## src/rtl/tick_monitor_if.sv

```systemverilog
// tick_monitor_if: slow clock input, clear and measurement results of a tick monitor
interface tick_monitor_if #(
  parameter int CNT_W = 24
) ();
  logic             slow_clk;
  logic             clear;
  logic             tick;
  logic             fall_tick;
  logic [CNT_W-1:0] period;
  logic             period_valid;
  logic             timeout;
  logic [15:0]      edge_count;
  modport master (
    output slow_clk, clear,
    input  tick, fall_tick, period, period_valid, timeout, edge_count
  );
  modport slave (
    input  slow_clk, clear,
    output tick, fall_tick, period, period_valid, timeout, edge_count
  );
endinterface

```

## src/rtl/tick_monitor.sv

```systemverilog
// tick_monitor: synchronizes a slow clock, flags its edges, measures its period and detects its loss
module tick_monitor #(
  parameter int CNT_W   = 24,
  parameter int TIMEOUT = 12_000_000
) (
  input logic           clock_in,
  input logic           reset,
  tick_monitor_if.slave bus
);
  localparam logic [1:0] IDLE    = 2'd0;
  localparam logic [1:0] MEASURE = 2'd1;
  localparam logic [1:0] LOST    = 2'd2;
  localparam logic [CNT_W-1:0] LAST = CNT_W'(TIMEOUT - 1);
  localparam logic [CNT_W-1:0] MAX  = '1;
  logic [2:0]       sync_q, sync_d;
  logic [1:0]       state_q, state_d;
  logic [CNT_W-1:0] counter_q, counter_d;
  logic [CNT_W-1:0] period_q, period_d;
  logic [15:0]      edge_count_q, edge_count_d;
  logic             tick_q, tick_d;
  logic             fall_tick_q, fall_tick_d;
  logic             period_valid_q, period_valid_d;
  logic             timeout_q, timeout_d;
  logic             rise;
  logic [CNT_W-1:0] count_inc;
  // sync_q = {s3, s2, s1}; clear restarts measurement but leaves the synchronizer running
  always_comb begin
    sync_d         = {sync_q[1:0], bus.slow_clk};
    rise           = ~bus.clear & sync_q[1] & ~sync_q[2];
    count_inc      = counter_q == MAX ? MAX : counter_q + CNT_W'(1);
    tick_d         = rise;
    fall_tick_d    = ~bus.clear & ~sync_q[1] & sync_q[2];
    edge_count_d   = bus.clear ? 16'd0 : edge_count_q + 16'(rise);
    state_d        = state_q;
    counter_d      = counter_q;
    period_d       = period_q;
    period_valid_d = period_valid_q;
    timeout_d      = timeout_q;
    if (bus.clear) begin
      state_d        = IDLE;
      counter_d      = '0;
      period_d       = '0;
      period_valid_d = 1'b0;
      timeout_d      = 1'b0;
    end else if (rise) begin
      state_d   = MEASURE;
      counter_d = '0;
      timeout_d = 1'b0;
      if (state_q == MEASURE) begin
        period_d       = count_inc;
        period_valid_d = 1'b1;
      end
    end else if (state_q == MEASURE) begin
      if (counter_q == LAST) begin
        state_d        = LOST;
        timeout_d      = 1'b1;
        period_valid_d = 1'b0;
      end else begin
        counter_d = count_inc;
      end
    end
  end
  // all state registers, cleared immediately by reset
  always_ff @(posedge clock_in or posedge reset) begin
    if (reset) begin
      sync_q         <= '0;
      state_q        <= IDLE;
      counter_q      <= '0;
      period_q       <= '0;
      edge_count_q   <= '0;
      tick_q         <= 1'b0;
      fall_tick_q    <= 1'b0;
      period_valid_q <= 1'b0;
      timeout_q      <= 1'b0;
    end else begin
      sync_q         <= sync_d;
      state_q        <= state_d;
      counter_q      <= counter_d;
      period_q       <= period_d;
      edge_count_q   <= edge_count_d;
      tick_q         <= tick_d;
      fall_tick_q    <= fall_tick_d;
      period_valid_q <= period_valid_d;
      timeout_q      <= timeout_d;
    end
  end
  assign bus.tick         = tick_q;
  assign bus.fall_tick    = fall_tick_q;
  assign bus.period       = period_q;
  assign bus.period_valid = period_valid_q;
  assign bus.timeout      = timeout_q;
  assign bus.edge_count   = edge_count_q;
endmodule

```

## src/flat_wrapper.sv

```systemverilog
// flat-port wrapper written by rule: the top's interface ports become plain ports
module tick_monitor_flat 
#(
  parameter int CNT_W   = 24,
  parameter int TIMEOUT = 12_000_000
)
  (clock_in, reset, bus_slow_clk, bus_clear, bus_tick, bus_fall_tick, bus_period, bus_period_valid, bus_timeout, bus_edge_count);
  tick_monitor_if #(.CNT_W(CNT_W)) bus_i ();
  input logic clock_in;
  input logic reset;
  input wire logic [$bits(bus_i.slow_clk)-1:0] bus_slow_clk;
  input wire logic [$bits(bus_i.clear)-1:0] bus_clear;
  output wire logic [$bits(bus_i.tick)-1:0] bus_tick;
  output wire logic [$bits(bus_i.fall_tick)-1:0] bus_fall_tick;
  output wire logic [$bits(bus_i.period)-1:0] bus_period;
  output wire logic [$bits(bus_i.period_valid)-1:0] bus_period_valid;
  output wire logic [$bits(bus_i.timeout)-1:0] bus_timeout;
  output wire logic [$bits(bus_i.edge_count)-1:0] bus_edge_count;
  assign bus_i.slow_clk = bus_slow_clk;
  assign bus_i.clear = bus_clear;
  assign bus_tick = bus_i.tick;
  assign bus_fall_tick = bus_i.fall_tick;
  assign bus_period = bus_i.period;
  assign bus_period_valid = bus_i.period_valid;
  assign bus_timeout = bus_i.timeout;
  assign bus_edge_count = bus_i.edge_count;
  tick_monitor #(.CNT_W(CNT_W), .TIMEOUT(TIMEOUT)) u_core (.clock_in(clock_in), .reset(reset), .bus(bus_i));
endmodule
```

## config.mk

```make
export PLATFORM = sky130hd
export DESIGN_NAME = tick_monitor_flat
export DESIGN_NICKNAME = d
export VERILOG_FILES = /design/src/rtl/tick_monitor_if.sv /design/src/rtl/tick_monitor.sv /design/src/flat_wrapper.sv
export SDC_FILE = /design/constraint.sdc
export NUM_CORES = 1
export LEC_CHECK = 0
export ABC_AREA = 1
export BUFFER_PORTS_ARGS = -buffer_cell sky130_fd_sc_hd__clkbuf_2
export CAP_MARGIN = 20
export CELL_PAD_IN_SITES_DETAIL_PLACEMENT = 1
export CELL_PAD_IN_SITES_GLOBAL_PLACEMENT = 1
export CORE_ASPECT_RATIO = 0.9
export CORE_MARGIN = 5
export CORE_UTILIZATION = 45
export CTS_BUF_LIST = sky130_fd_sc_hd__clkbuf_4 sky130_fd_sc_hd__clkbuf_8
export CTS_CLUSTER_DIAMETER = 60
export DETAILED_ROUTE_END_ITERATION = 12
export PLACE_DENSITY_LB_ADDON = 0.1
export SLEW_MARGIN = 15
export SYNTH_ARGS = -nofsm -noshare
export SYNTH_HDL_FRONTEND = slang
export SYNTH_SLANG_ARGS = --single-unit
```

## constraint.sdc

```tcl
create_clock -name clock_in -period 4.7 [get_ports clock_in]
set_input_delay 0.47 -clock clock_in [delete_from_list [all_inputs] [get_ports clock_in]]
set_output_delay 0.47 -clock clock_in [all_outputs]
set_load 0.01 [all_outputs]
```

Yosys cells after proc, flatten, opt, wreduce, memory -nomap -nowiden
Cells that the tools add are included.
W data, S select, Z words.
{"block": "totals", "ff_bits": 73, "mem_count": 0, "ramBits": 0, "rom_bits": 0, "latchBits": 0}
{"block": "op_classes", "shift": 0, "n_addsub": 2, "n_div": 0, "n_mul": 0, "n_eq_ne": 4, "n_bitwise": 7, "order_cmp": 0, "muxes": 22, "n_reduce_logical": 8}
{"op": "$mux W24", "count": 8}
{"op": "$eq A24 B24 Y1 const B", "count": 2}
{"op": "$add A24 B1 Y24 const B", "count": 1}
{"op": "$add A16 B1 Y16", "count": 1}
{"op": "$mux W16", "count": 1}
{"op": "$mux W1", "count": 9}
{"op": "$mux W2", "count": 4}
{"op": "$reduce_and A2 Y1", "count": 4}
{"op": "$reduce_bool A3 Y1", "count": 2}
{"op": "$and A1 B1 Y1", "count": 4}
{"op": "$reduce_bool A2 Y1", "count": 2}
{"op": "$ne A3 B2 Y1 const B", "count": 1}
{"op": "$not A1 Y1", "count": 3}
{"op": "$eq A2 B1 Y1 const B", "count": 1}

Logic depth before layout (Yosys ltp)
{"block": "logic_depth", "depth_word": 6, "mapped_depth": 11, "depth_no_buf": 11}

Worst setup path before layout
No wires, ideal clock.
{"block": "synth_timing", "path_kind": "input-to-reg", "from": "input port bus_clear", "to": "register u_core.edge_count_q[11], in the netlist u_core.bus.edge_count[11]", "cell_stages": 9, "n_path_buf": 0, "t_arrival_ps": 1777, "setup_slack_ps": 2800, "cell_sequence": "nor2_1 > ha_1 > nand2_1 > nor2_1 > inv_1 > nor2_1 > nand3_1 > o21ai_0 > a21oi_1"}
{"block": "synth_between", "elab_chain_len": 5}
{"element": "start, declared", "line": "flat_wrapper.sv:12", "text": "input wire logic [$bits(bus_i.clear)-1:0] bus_clear;"}
{"element": "$not A1 Y1", "line": "tick_monitor.sv:29", "text": "rise = ~bus.clear & sync_q[1] & ~sync_q[2];"}
{"element": "$and A1 B1 Y1 (2 in series)", "line": "tick_monitor.sv:29"}
{"element": "$add A16 B1 Y16", "line": "tick_monitor.sv:33", "text": "edge_count_d = bus.clear ? 16'd0 : edge_count_q + 16'(rise);"}
{"element": "$mux W16 (*)", "line": "tick_monitor.sv:33"}
{"element": "net u_core.edge_count_d[11]", "line": "tick_monitor.sv:19", "text": "logic [15:0] edge_count_q, edge_count_d;"}
{"element": "end signal, assigned", "line": "tick_monitor.sv:80", "text": "edge_count_q <= edge_count_d;"}
{"element": "end, declared", "line": "tick_monitor.sv:19"}
Mark *: on every way through the listed nets, which the timed path passes. The rest lies on a longest branch.
A chain may end at the register's enable or synchronous reset.

Worst setup path after layout
{"block": "layout_timing", "from": "register u_core.sync_q[2]", "to": "register u_core.edge_count_q[11], in the netlist u_core.bus.edge_count[11]"}
{"block": "layout_between", "elab_chain_len": 4}
{"element": "start, declared", "line": "tick_monitor.sv:15", "text": "logic [2:0] sync_q, sync_d;"}
{"element": "start signal, assigned", "line": "tick_monitor.sv:76", "text": "sync_q <= sync_d;"}
{"element": "$not A1 Y1", "line": "tick_monitor.sv:29"}
{"element": "$and A1 B1 Y1", "line": "tick_monitor.sv:29"}
{"element": "net u_core.rise", "line": "tick_monitor.sv:24", "text": "logic rise;"}
{"element": "$add A16 B1 Y16", "line": "tick_monitor.sv:33"}
{"element": "$mux W16", "line": "tick_monitor.sv:33"}
{"element": "net u_core.edge_count_d[11]", "line": "tick_monitor.sv:19"}
The timed path passes the listed nets, and every way through them passes these cells.

==> out/qor.txt <==
DP Worst Slack - 2.16 ns
Layout area overhead - 13.2%
Tcrit/Tclk final - 50.0%
CTS sink cnt - 72
total grt overflow - 0
Final Power - 1230 uW
sequential-to-total area share from yosys stat - 46.4%
RSZ-0062 raised after global routing - false
core area - 8490 um2
Post-Synth XOR/XNOR Area - 2.26%
DP HPWL - 7760 um
Synth Area in Compound Gates - 3.77%
Num CTS Buffers - 9
# H-tree levels - 3
Slew @ Worst Pin - 0.859 ns
#FFs+latches synth - 72
drt wl/cell - 15.9 um
Worst Skew - 0.0115 ns
initial core utilization - 45.7%
vias in the first global route - 3766
final count of pins violating max slew - 0
Routability Congestion - 0.838
die height - 98.1 um
most frequent cells in the layout - nand2_1 (205), dfrtp_1 (72), nor2_1 (52), nand3_1 (48), clkbuf_2 (47)
multiplexer share of the synthesized area - 0%
Mapped Nets - 519
global-route wire length before repair - 18900 um
FILL cells - 1132
Relative slew margins - 42.7%
DR iter-0 viols - 188
Vias - 3546
Mapped Area - 3880 um2
Area contributors post-synth - dfrtp_1 (46%), nand2_1 (20%), nand3_1 (6.2%)
outcome - complete, no violations
Pre-Repair DR Iteration Count - 4
Reg clk slew, reported paths - 0.08 ns
Worst Path Arrival - 2.58 ns
worst-skew pair later-pin latency - 0.35 ns
Worst Slack Setup Final - 2.35 ns
Clk pwr share - 42.4%
Mean Syn Cell Area - 7.58 um2
Vias/cell - 5.18
Pwr Density - 281 nW/um2
Post-Syn Instances - 512
Cell variety after synth - 25
f_max - 425 MHz
DR DRC count - 0
Total Wirelength - 10900 um
most common cell after layout, fill and taps aside - nand2_1
Ys Warns - 0
post-synth top area cell - dfrtp_1
Max VDD drop - 0.000188 V
clk buf depth - 2
Final setup viols - 0
Antenna diodes - 0
Clock Tree Root - clkbuf_8
# rows - 32
Cell Int Power - 928 uW
ANT nets after route - 0
final hold viol count - 0
startpoint types - flip-flop
share of layout cells above drive strength 1 - 16.6%
Switch Pwr - 307 uW
Post-CTS Setup Bufs - 0
critical path class - flip-flop to flip-flop
DIE AREA - 10600 um2
CTS tree - built
Resized Gates After CTS - 0
largest net degree at the start of global routing - 38
Die X - 108 um
largest family of logic cells by synthesized area - simple AND/OR/NAND/NOR gates
Yosys top cell area share - 46.4%
adder-cell area share of the yosys netlist - 0.967%
antenna violations before repair - 0
combinational share of power - 6.4%
Post-Synth Simple-Gate Area - 40.1%
input/output buffers - 47
final std cells w/o fill - 684
P_leak - 0.00230 uW
Hold Buf Count CTS - 0
Hold WC Path Type - input pin to flip-flop
number of I/O pins - 48
Placed Cells - 668
Nets - 567
Sw Share - 24.9%
WP data required - 4.93 ns
sequential share of power - 51.2%
Final Critical Period - 2.35 ns
Worst setup EP type - flip-flop
Fin Setup TNS - 0 ns
CP max FO - 6
total track usage - 22.3%
Max-cap violations - 0
[worst paths after layout]
| kind | from | depth (start not counted) | end | slack [ns] |
|---|---|---|---|---|
| min in group asynchronous | reset | 2 | u_core.counter_q[2] | 0.26 |
| min reg2reg | u_core.sync_q[0] | 0 | u_core.sync_q[1] | 0.36 |
| min | bus_slow_clk | 1 | u_core.sync_q[0] | 0.22 |
| max reg2reg | u_core.sync_q[2] | 11 | u_core.bus.edge_count[11] | 2.35 |
| max in group asynchronous | reset | 3 | u_core.bus.period[19] | 3.45 |
| max | u_core.sync_q[2] | 11 | u_core.bus.edge_count[11] | 2.35 |
[power by group through the flow]
stage / combinational, uW / clock (uW) / sequential, uW
4_1_cts: 82.0 / 533 / 632
2_1_floorplan: 59.3 / 0 / 646
6_report: 79.2 / 523 / 632
5_1_grt: 89.9 / 567 / 634
3_5_place_dp: 81.4 / 0 / 645
3_3_place_gp: 79.1 / 0 / 644
[flip-flops by register name, indices dropped and copies added (netlist names)]
register	flops
u_core.sync_q	3
u_core.bus.tick	1
u_core.bus.period	24
u_core.state_q	2
u_core.counter_q	24
u_core.bus.edge_count	16
u_core.bus.period_valid	1
u_core.bus.fall_tick	1
[Yosys cell counts]
cell,number
nand2_4,2
o21ai_0,15
a21oi_1,9
nand2_8,1
xnor2_1,4
nand2_2,5
nand3_4,1
nand3_2,11
clkbuf_1,2
buf_2,4
inv_1,40
ha_1,3
buf_4,1
nor2_1,52
buf_6,6
nand4_1,7
nor2_4,5
nand2_1,205
nor2_2,2
nor3_1,7
xor2_1,6
dfrtp_1,72
a31oi_1,3
a211oi_1,1
nand3_1,48
[critical path: stages (launching register included)]
cell and delay, ns:
dfrtp_1 0.36, inv_1 0.07, nand2_1 0.05, nor2_1 0.33, ha_1 0.27, nand2_1 0.07
nor2_1 0.22, inv_1 0.09, nor2_1 0.29, nand3_1 0.18, o21ai_0 0.20, a21oi_1 0.08
[metal layers]
| metal | share of wire, % | vias up | wire length [um] | global-route usage [%] |
|---|---|---|---|---|
| li1 | - | 1716 | - | - |
| met1 | 47 | 1784 | 5100 | 30.3 |
| met2 | 50 | 41 | 5420 | 36.8 |
| met3 | 2.8 | 5 | 305 | 4.76 |
| met4 | 0.65 | 0 | 71 | 4.47 |
| met5 | 0 | - | 0 | 0 |
[kinds of logic after synthesis]
logic type               after synthesis
AND/OR/NAND/NOR                      346
flip-flops                            72
buffers and inverters                 53
AO/OA/AOI/OAI                         28
XOR/XNOR                              10
adder cells (fa/ha/maj)                3
[through the flow]
step | utilization, % | hold WS [ns] | cell area [um2]
after floorplan | - | 0.331 | 3880
after global placement | 49.3 | 0.335 | 4180
after detailed placement | 49.3 | 0.350 | 4180
after CTS | 51.7 | 0.209 | 4390
after global routing | 51.7 | 0.202 | 4390
final | 51.7 | 0.219 | 4390
[final cells by class]
type	count	area, um2	share of cell area (%)
multi-input combinational	387	1830	41.6
clock inverter	3	40.0	0.912
clock buffer	13	166	3.79
timing repair buffer	50	258	5.87
tap	119	149	3.39
sequential	72	1800	41.0
inverter	40	150	3.42
Power figures use the tool's default switching activity.
